==> config.mk <==
export PLATFORM = sky130hd
export DESIGN_NAME = lif_scheduler_flat
export DESIGN_NICKNAME = d
export VERILOG_FILES = /design/src/rtl/lif_scheduler_if.sv /design/src/rtl/lif_scheduler.sv /design/src/flat_wrapper.sv
export SDC_FILE = /design/constraint.sdc
export NUM_CORES = 1
export LEC_CHECK = 0
export ABC_AREA = 0
export CAP_MARGIN = 20
export CORE_MARGIN = 5
export CORE_UTILIZATION = 29
export DETAILED_ROUTE_END_ITERATION = 8
export GPL_TIMING_DRIVEN = 0
export PLACE_DENSITY = 0.46
export SYNTH_ARGS = -nofsm -noshare
export SYNTH_HDL_FRONTEND = slang
export SYNTH_SLANG_ARGS = --single-unit
==> constraint.sdc <==
create_clock -name clk -period 10.8 [get_ports clk]
set_input_delay 2.7 -clock clk [delete_from_list [all_inputs] [get_ports clk]]
set_output_delay 2.7 -clock clk [all_outputs]
set_load 0.02 [all_outputs]
==> src/rtl/lif_scheduler_if.sv <==
// Tick/spike channel between the input-current producer, the LIF scheduler
// and the spike consumer.
//   tick_valid/tick_ready : tick handshake, currents held by producer until accepted
//   currents              : flattened per-neuron currents, neuron i at [i*WIDTH +: WIDTH]
//   spikes/spike_valid    : spike vector of the last completed tick, one-cycle pulse
interface lif_scheduler_if #(
  parameter int NUM_NEURONS = 8,
  parameter int WIDTH       = 8
);
  logic                          tick_valid;
  logic                          tick_ready;
  logic [NUM_NEURONS*WIDTH-1:0]  currents;
  logic [NUM_NEURONS-1:0]        spikes;
  logic                          spike_valid;

  modport master (output tick_valid, currents, input tick_ready, spikes, spike_valid);
  modport slave  (input tick_valid, currents, output tick_ready, spikes, spike_valid);
endinterface

==> src/rtl/lif_scheduler.sv <==
// Time-multiplexed leaky-integrate-and-fire scheduler. One shared update
// datapath sweeps NUM_NEURONS virtual neurons, one per cycle, per accepted
// tick, then publishes the tick's spike vector with a one-cycle pulse.
// Ports:
//   clk, rst_n      : clock, synchronous active-low reset
//   tick            : tick/spike channel (slave side)
//   cfg_we, cfg_threshold, cfg_shift : shared config, written only while idle
//   rd_addr/rd_data : registered membrane readout (0 for out-of-range index)
//   busy            : sweep or publish in progress
module lif_scheduler #(
  parameter int NUM_NEURONS       = 8,
  parameter int WIDTH             = 8,
  parameter int DEFAULT_THRESHOLD = 127,
  parameter int DEFAULT_SHIFT     = 1,
  localparam int AW = (NUM_NEURONS > 1) ? $clog2(NUM_NEURONS) : 1
) (
  input  logic             clk,
  input  logic             rst_n,
  lif_scheduler_if.slave   tick,
  input  logic             cfg_we,
  input  logic [WIDTH-1:0] cfg_threshold,
  input  logic [2:0]       cfg_shift,
  input  logic [AW-1:0]    rd_addr,
  output logic [WIDTH-1:0] rd_data,
  output logic             busy
);

  typedef enum logic [1:0] {IDLE, RUN, DONE} state_t;

  localparam logic [AW-1:0] LAST = AW'(NUM_NEURONS - 1);

  state_t                              state, state_nxt;
  logic [AW-1:0]                       idx;
  logic [NUM_NEURONS-1:0][WIDTH-1:0]   mem;
  logic [NUM_NEURONS-1:0][WIDTH-1:0]   cur_sh;   // currents captured at acceptance
  logic [NUM_NEURONS-1:0]              acc;      // spikes of the tick in progress
  logic [WIDTH-1:0]                    threshold;
  logic [2:0]                          shift;

  logic [WIDTH-1:0] mem_i, cur_i, leaked, sum_sat;
  logic [WIDTH:0]   sum;
  logic             fire;

  assign tick.tick_ready = rst_n && (state == IDLE);
  assign busy            = (state != IDLE);

  always_comb begin
    state_nxt = state;
    case (state)
      IDLE:    if (tick.tick_valid) state_nxt = RUN;
      RUN:     if (idx == LAST)     state_nxt = DONE;
      DONE:                         state_nxt = IDLE;
      default:                      state_nxt = IDLE;
    endcase
  end

  // Shared update datapath for neuron idx
  always_comb begin
    mem_i = mem[idx];
    cur_i = cur_sh[idx];
    if (shift == 3'd0)              leaked = '0;
    else if (int'(shift) >= WIDTH)  leaked = mem_i;
    else                            leaked = mem_i - (mem_i >> shift);
    sum     = {1'b0, leaked} + {1'b0, cur_i};
    sum_sat = sum[WIDTH] ? '1 : sum[WIDTH-1:0];
    fire    = (sum_sat >= threshold);
  end

  always_ff @(posedge clk) begin
    if (!rst_n) begin
      state            <= IDLE;
      idx              <= '0;
      mem              <= '0;
      cur_sh           <= '0;
      acc              <= '0;
      threshold        <= WIDTH'(DEFAULT_THRESHOLD);
      shift            <= 3'(DEFAULT_SHIFT);
      tick.spikes      <= '0;
      tick.spike_valid <= 1'b0;
      rd_data          <= '0;
    end else begin
      state            <= state_nxt;
      tick.spike_valid <= 1'b0;
      // mem is read before this edge's update, so same-cycle reads see old value
      rd_data <= (int'(rd_addr) < NUM_NEURONS) ? mem[rd_addr] : '0;
      case (state)
        IDLE: begin
          // config lands on the acceptance edge too, so it applies to that tick
          if (cfg_we) begin
            threshold <= cfg_threshold;
            shift     <= cfg_shift;
          end
          if (tick.tick_valid) begin
            cur_sh <= tick.currents;
            idx    <= '0;
            acc    <= '0;
          end
        end
        RUN: begin
          if (fire) begin
            acc[idx] <= 1'b1;
            mem[idx] <= '0;
          end else begin
            mem[idx] <= sum_sat;
          end
          if (idx != LAST) idx <= idx + 1'b1;
        end
        DONE: begin
          tick.spikes      <= acc;
          tick.spike_valid <= 1'b1;
        end
        default: ;
      endcase
    end
  end

endmodule

==> src/flat_wrapper.sv <==
// flat-port wrapper written by rule: the top's interface ports become plain ports
module lif_scheduler_flat 
#(
  parameter int NUM_NEURONS       = 8,
  parameter int WIDTH             = 8,
  parameter int DEFAULT_THRESHOLD = 127,
  parameter int DEFAULT_SHIFT     = 1,
  localparam int AW = (NUM_NEURONS > 1) ? $clog2(NUM_NEURONS) : 1
)
  (clk, rst_n, cfg_we, cfg_threshold, cfg_shift, rd_addr, rd_data, busy, tick_tick_valid, tick_currents, tick_tick_ready, tick_spikes, tick_spike_valid);
  lif_scheduler_if #(.NUM_NEURONS(NUM_NEURONS), .WIDTH(WIDTH)) tick_i ();
  input  logic clk;
  input  logic rst_n;
  input  logic cfg_we;
  input  logic [WIDTH-1:0] cfg_threshold;
  input  logic [2:0] cfg_shift;
  input  logic [AW-1:0] rd_addr;
  output logic [WIDTH-1:0] rd_data;
  output logic busy;
  input wire logic [$bits(tick_i.tick_valid)-1:0] tick_tick_valid;
  input wire logic [$bits(tick_i.currents)-1:0] tick_currents;
  output wire logic [$bits(tick_i.tick_ready)-1:0] tick_tick_ready;
  output wire logic [$bits(tick_i.spikes)-1:0] tick_spikes;
  output wire logic [$bits(tick_i.spike_valid)-1:0] tick_spike_valid;
  assign tick_i.tick_valid = tick_tick_valid;
  assign tick_i.currents = tick_currents;
  assign tick_tick_ready = tick_i.tick_ready;
  assign tick_spikes = tick_i.spikes;
  assign tick_spike_valid = tick_i.spike_valid;
  lif_scheduler #(.NUM_NEURONS(NUM_NEURONS), .WIDTH(WIDTH), .DEFAULT_THRESHOLD(DEFAULT_THRESHOLD), .DEFAULT_SHIFT(DEFAULT_SHIFT)) u_core (.clk(clk), .rst_n(rst_n), .tick(tick_i), .cfg_we(cfg_we), .cfg_threshold(cfg_threshold), .cfg_shift(cfg_shift), .rd_addr(rd_addr), .rd_data(rd_data), .busy(busy));
endmodule
## Yosys cells after proc, flatten, opt, wreduce, memory -nomap -nowiden

Cells that the tools add are included.

- Bits in registers: 169
- Input bits: 82
- Output and inout bits: 19
- Logic and storage cells: 78

- Add/sub/neg operators: 3
- Order comparisons: 4
- Equal/unequal tests: 8
- Shift operators: 1
- Multiplexer cells: 24
- Bitwise gates (word level): 3
- Reductions and logical operators: 11

Operators by type and width:

| operator | count |
|---|---|
| binary-select mux 8 bit (select 3 bit) | 3 |
| bitwise AND 64 bit | 1 |
| bitwise mux 64 bit | 1 |
| two-way mux 64 bit | 1 |
| two-way mux 8 bit | 8 |
| NOT 64 bit | 1 |
| demux 8 bit (select 3 bit) | 1 |
| case mux 8 bit (2 select lines) | 1 |
| adder 8 x 8 -> 9 bit | 1 |
| greater-or-equal comparator 8 bit | 1 |
| < comparator 3 x 4 -> 1 bit (second input constant) | 2 |
| OR 8 bit | 1 |
| >> shifter 8 x 3 -> 8 bit | 1 |
| subtractor 8 bit | 1 |
| two-way mux 3 bit | 2 |
| inequality test 2 x 1 -> 1 bit (second input constant) | 3 |
| case mux 3 bit (2 select lines) | 1 |
| AND reduction 2 bit | 3 |
| AND reduction 3 bit | 2 |
| two-way mux 2 bit | 2 |
| case mux 2 bit (2 select lines) | 1 |
| nonzero test 2 bit | 2 |
| adder 3 x 1 -> 3 bit (second input constant) | 1 |
| demux 1 bit (select 3 bit) | 1 |
| 10 further kinds | 12 |

## Longest topological paths before layout

- Word-level depth: 10
- Depth in mapped cells: 32
- Mapped depth without buffers: 28

## Least setup slack after synthesis

No wires, ideal clock.

- Path kind: input -> output
- Start: input rst_n
- End: output tick_tick_ready
- Arrival time: 3.939 ns
- Required time: 8.100 ns
- Slack: 4.161 ns
- Stages: 5
- Path buffers: 4
- Path through: clkbuf_1 -> clkbuf_1 -> clkbuf_1 -> clkbuf_1 -> and2_1

- Cells in the longest elaborated chain, start to end: 1

Ends and longest elaborated chain:

| what | line | RTL |
|---|---|---|
| start: declaration | flat_wrapper.sv:13 | `input logic rst_n;` |
| logical AND 1 bit | lif_scheduler.sv:44 | `assign tick.tick_ready = rst_n && (state == IDLE);` |
| end: declaration | flat_wrapper.sv:22 | `output wire logic [$bits(tick_i.tick_ready)-1:0] tick_tick_ready;` |

No other way between the ends.

## Final worst setup path

Ends and elaborated chain as after synthesis.

==> results.ini <==
[status]
outcome = complete, no violations

[synth]
syn_area_per_cell_um2 = 9.29
synth_edf_count = 0
ys_ff_latch = 169
synth_compound_area_share_pct = 22.0
synth.distinct_cells = 65
ys_seq_area_share_pct = 39.2
synth_warnings = 0
syn_nets = 1037
synthAdderAreaFrac_pct = 4.09
synthXorXnorAreaFrac_pct = 0.813
synthMuxAreaShare_pct = 12.2
syn-cell-area_mm2 = 0.00862
synth-simple-area-share_pct = 16.5
synth_top_family_by_area = compound AO/OA/AOI/OAI gates
async_flop_share_pct = 0
synthFlopType = dfxtp_1
syn_inst = 928

[setup_path]
crit_top_cell = clkbuf_1
arrival_ns = 5.57
critical_path_depth = 6
cp_top_family = buffers and inverters
path_cells = clkbuf_1, clkbuf_1, clkbuf_1, clkbuf_1, and2_1, clkdlybuf4s50_1
path_class = in -> out
required_ns = 8.10
cp-end-kind = primary output
reg2reg_depth = 24
worstPathMaxFanout = 10
cp.buffers_inverters = 5
cpPeakStageDelay_ns = 0.61
cp_slowest_cell = clkbuf_1
startpoint_type = primary input

[cts]
cts-root-buf = clkbuf_16
cts_made_buffers = 17
clockBufferDepth = 2
cts_setup_buffers = 0
htreeDepth = 4
ctsHoldBuffers = 0
post_cts_resized = 0
clkLatencyLatePin_ns = 0.44
cts.clk_slew.worst_paths_ns = 0.07
cts_tree = done
clock_sinks = 169

[finish]
diodes = 0
drive_gt1_share_pct = 10.1
area_growth_pct = 23.9
fin_area_mm2 = 0.0107
layout.nets = 1152

[drt]
drc_errors = 0
finalWirelength_um = 28800
met2_wirelength_um = 13600
wl_per_cell_um = 19.9
top_layer_used = met4
first_iter_violations = 504
dr_wl_met3_um = 1200
postRouteAntennaNets = 0
dr_total_vias = 7240
drt-met1-wl_um = 13400
detail_route.vias_per_cell = 5.01
firstDrtPassIters = 5

[timing]
tightest_slew_ns = 1.03
relSlewSlack_pct = 31.2
period_share_pct = 76.6
tns_ns = 0
setup_viol = 0
slew_viol_final = 0
post-route-min-period_ns = 8.27
rsz0062_at_grt = no
skew_ns = 0.0199
hold_violations = 0
timing.fmax_mhz = 121

[floorplanning]
row_count = 63
die_h_um = 182
die_w_um = 182
start_util_pct = 29.2
die-area_mm2 = 0.0333
core_area_mm2 = 0.0295
io_pins = 101

[global_route]
antenna_found_initial = 0
overflow = 0
grt_pass1_wl_um = 44900
grt_pass1_vias = 7442
grt_usage_pct = 17.5
grt_max_degree = 19

[placed_design]
dpl.hpwl_um = 22000
placed_area_mm2 = 0.0101
io_buffers = 96
gp_congestion = 0.869

[min_path]
hold_class = reg -> reg
holdPathStages = 2

[pwr]
total_power_mw = 2.36
irDropWorstVdd_uv = 182
power.density_mw_per_mm2 = 221
leakagePower_nw = 4.06

[job]
maxCapViolCount = 0

cells in the mapped netlist (all sizes together) (4+ instances only):
library cell,count,share of area [%]
clkbuf,35,1.5
and3,5,0.36
nand2,195,8.5
and2,9,0.68
a221oi,11,1.3
nand3,10,0.58
nor2,42,1.8
mux4,30,7.8
o211ai,9,0.84
o22a,6,0.61
xnor2,5,0.51
nor2b,26,1.9
inv,30,1.3
a211oi,6,0.58
a21boi,76,6.6
o22ai,6,0.51
mux2,8,1.0
nor4,4,0.29
a22oi,5,0.59
mux2i,29,3.4
a22o,66,6.7
nor3,10,0.93
o21ai,10,0.58
a21oi,25,1.5
ha,25,3.6
nand2b,6,0.44
dfxtp,169,39
a21o,7,0.61
buf,31,2.3
kinds of logic (layout without fill, tap and decap cells):
kind of cell / Yosys count / count (layout)
multiplexers: 67 / 67
adder cells (fa/ha/maj): 27 / 27
flip-flops: 169 / 169
AND/OR/NAND/NOR: 318 / 318
XOR/XNOR: 8 / 8
buffers and inverters: 96 / 224
AO/OA/AOI/OAI: 243 / 243
cell type report:
cell class	count	area (um2)
Sequential cell	169	3380
Inverter	30	113
Multi-Input combinational cell	663	4800
Fill cell	3082	18800
Timing Repair Buffer	96	961
Buffer	66	330
Clock buffer	18	439
Tap cell	390	488
Clock inverter	14	176
flip-flops by register name (all words and copies together) (netlist names):
signal                   flops
u_core.acc                   8
u_core.rd_data               8
u_core.cur_sh               64
u_core.tick.spikes           8
u_core.threshold             8
u_core.idx                   3
u_core.tick.spike_valid      1
u_core.mem                  64
u_core.state                 2
u_core.shift                 3
cell usage in the layout (no fill, tap or decap), types with 9 or more instances in the layout:
master,instances
mux2i_1,29
a21oi_1,25
a22o_1,66
inv_1,29
ha_1,25
nand3_1,10
clkbuf_1,35
clkdlybuf4s50_1,96
clkbuf_16,17
nor2_1,42
nand2_1,195
buf_1,13
mux4_2,30
dfxtp_1,169
nor2b_1,25
a21boi_0,75
a221oi_1,9
power breakdown:
part	internal [mW]	leakage (nW)	switching, mW	total (mW)
Sequential	0.657	1.37	0.0233	0.680
Combinational	0.370	2.38	0.668	1.04
Clock	0.339	0.301	0.301	0.640
layer usage:
layer / up-vias / track usage [%]
met2: 190 / 28.9
met4: 0 / 5.07
met3: 31 / 3.19
li1: 3556 / -
met5: - / 0
met1: 3463 / 23.6
worst reg2reg max path, stage by stage, from the launching register on:
cell and delay [ns]:
dfxtp_1 0.33, buf_4 0.19, nor2b_2 0.41, a221oi_1 0.17, o22a_1 0.29, mux2_2 0.33, mux4_2 0.50, fa_1 0.45
a21o_1 0.18, a21oi_1 0.22, o21bai_1 0.09, a21oi_1 0.17, xor2_1 0.17, nor2_1 0.07, ha_1 0.31, buf_2 0.18
or4_1 0.14, a221oi_1 0.07, a311oi_2 0.89, ha_1 0.39, and3_1 0.16, a221oi_1 0.41, o211ai_2 0.38, nor3_2 0.73
a22o_1 0.23
path summary, 6_finish.rpt:
check / from / to / slack (ns)
setup reg to reg: u_core.idx[1] / u_core.mem[23] / 3.29
hold reg to reg: u_core.acc[7] / u_core.tick.spikes[7] / 0.47
hold / removal: u_core.acc[7] / u_core.tick.spikes[7] / 0.47
setup / recovery: rst_n / tick_tick_ready / 2.53
through the flow:
step                      utilization, %  worst slack (ns)  instances  hold WS [ns]
after detailed placement            34.2              2.35       1414         0.456
after global routing                36.2              2.30       1446         0.483
after CTS                           36.2              2.36       1446         0.468
after floorplan                        -              4.16        928         0.437
final                               36.2              2.53       1446         0.466
after global placement              34.2              2.42       1414         0.450
(Power assumes the default switching activity.)
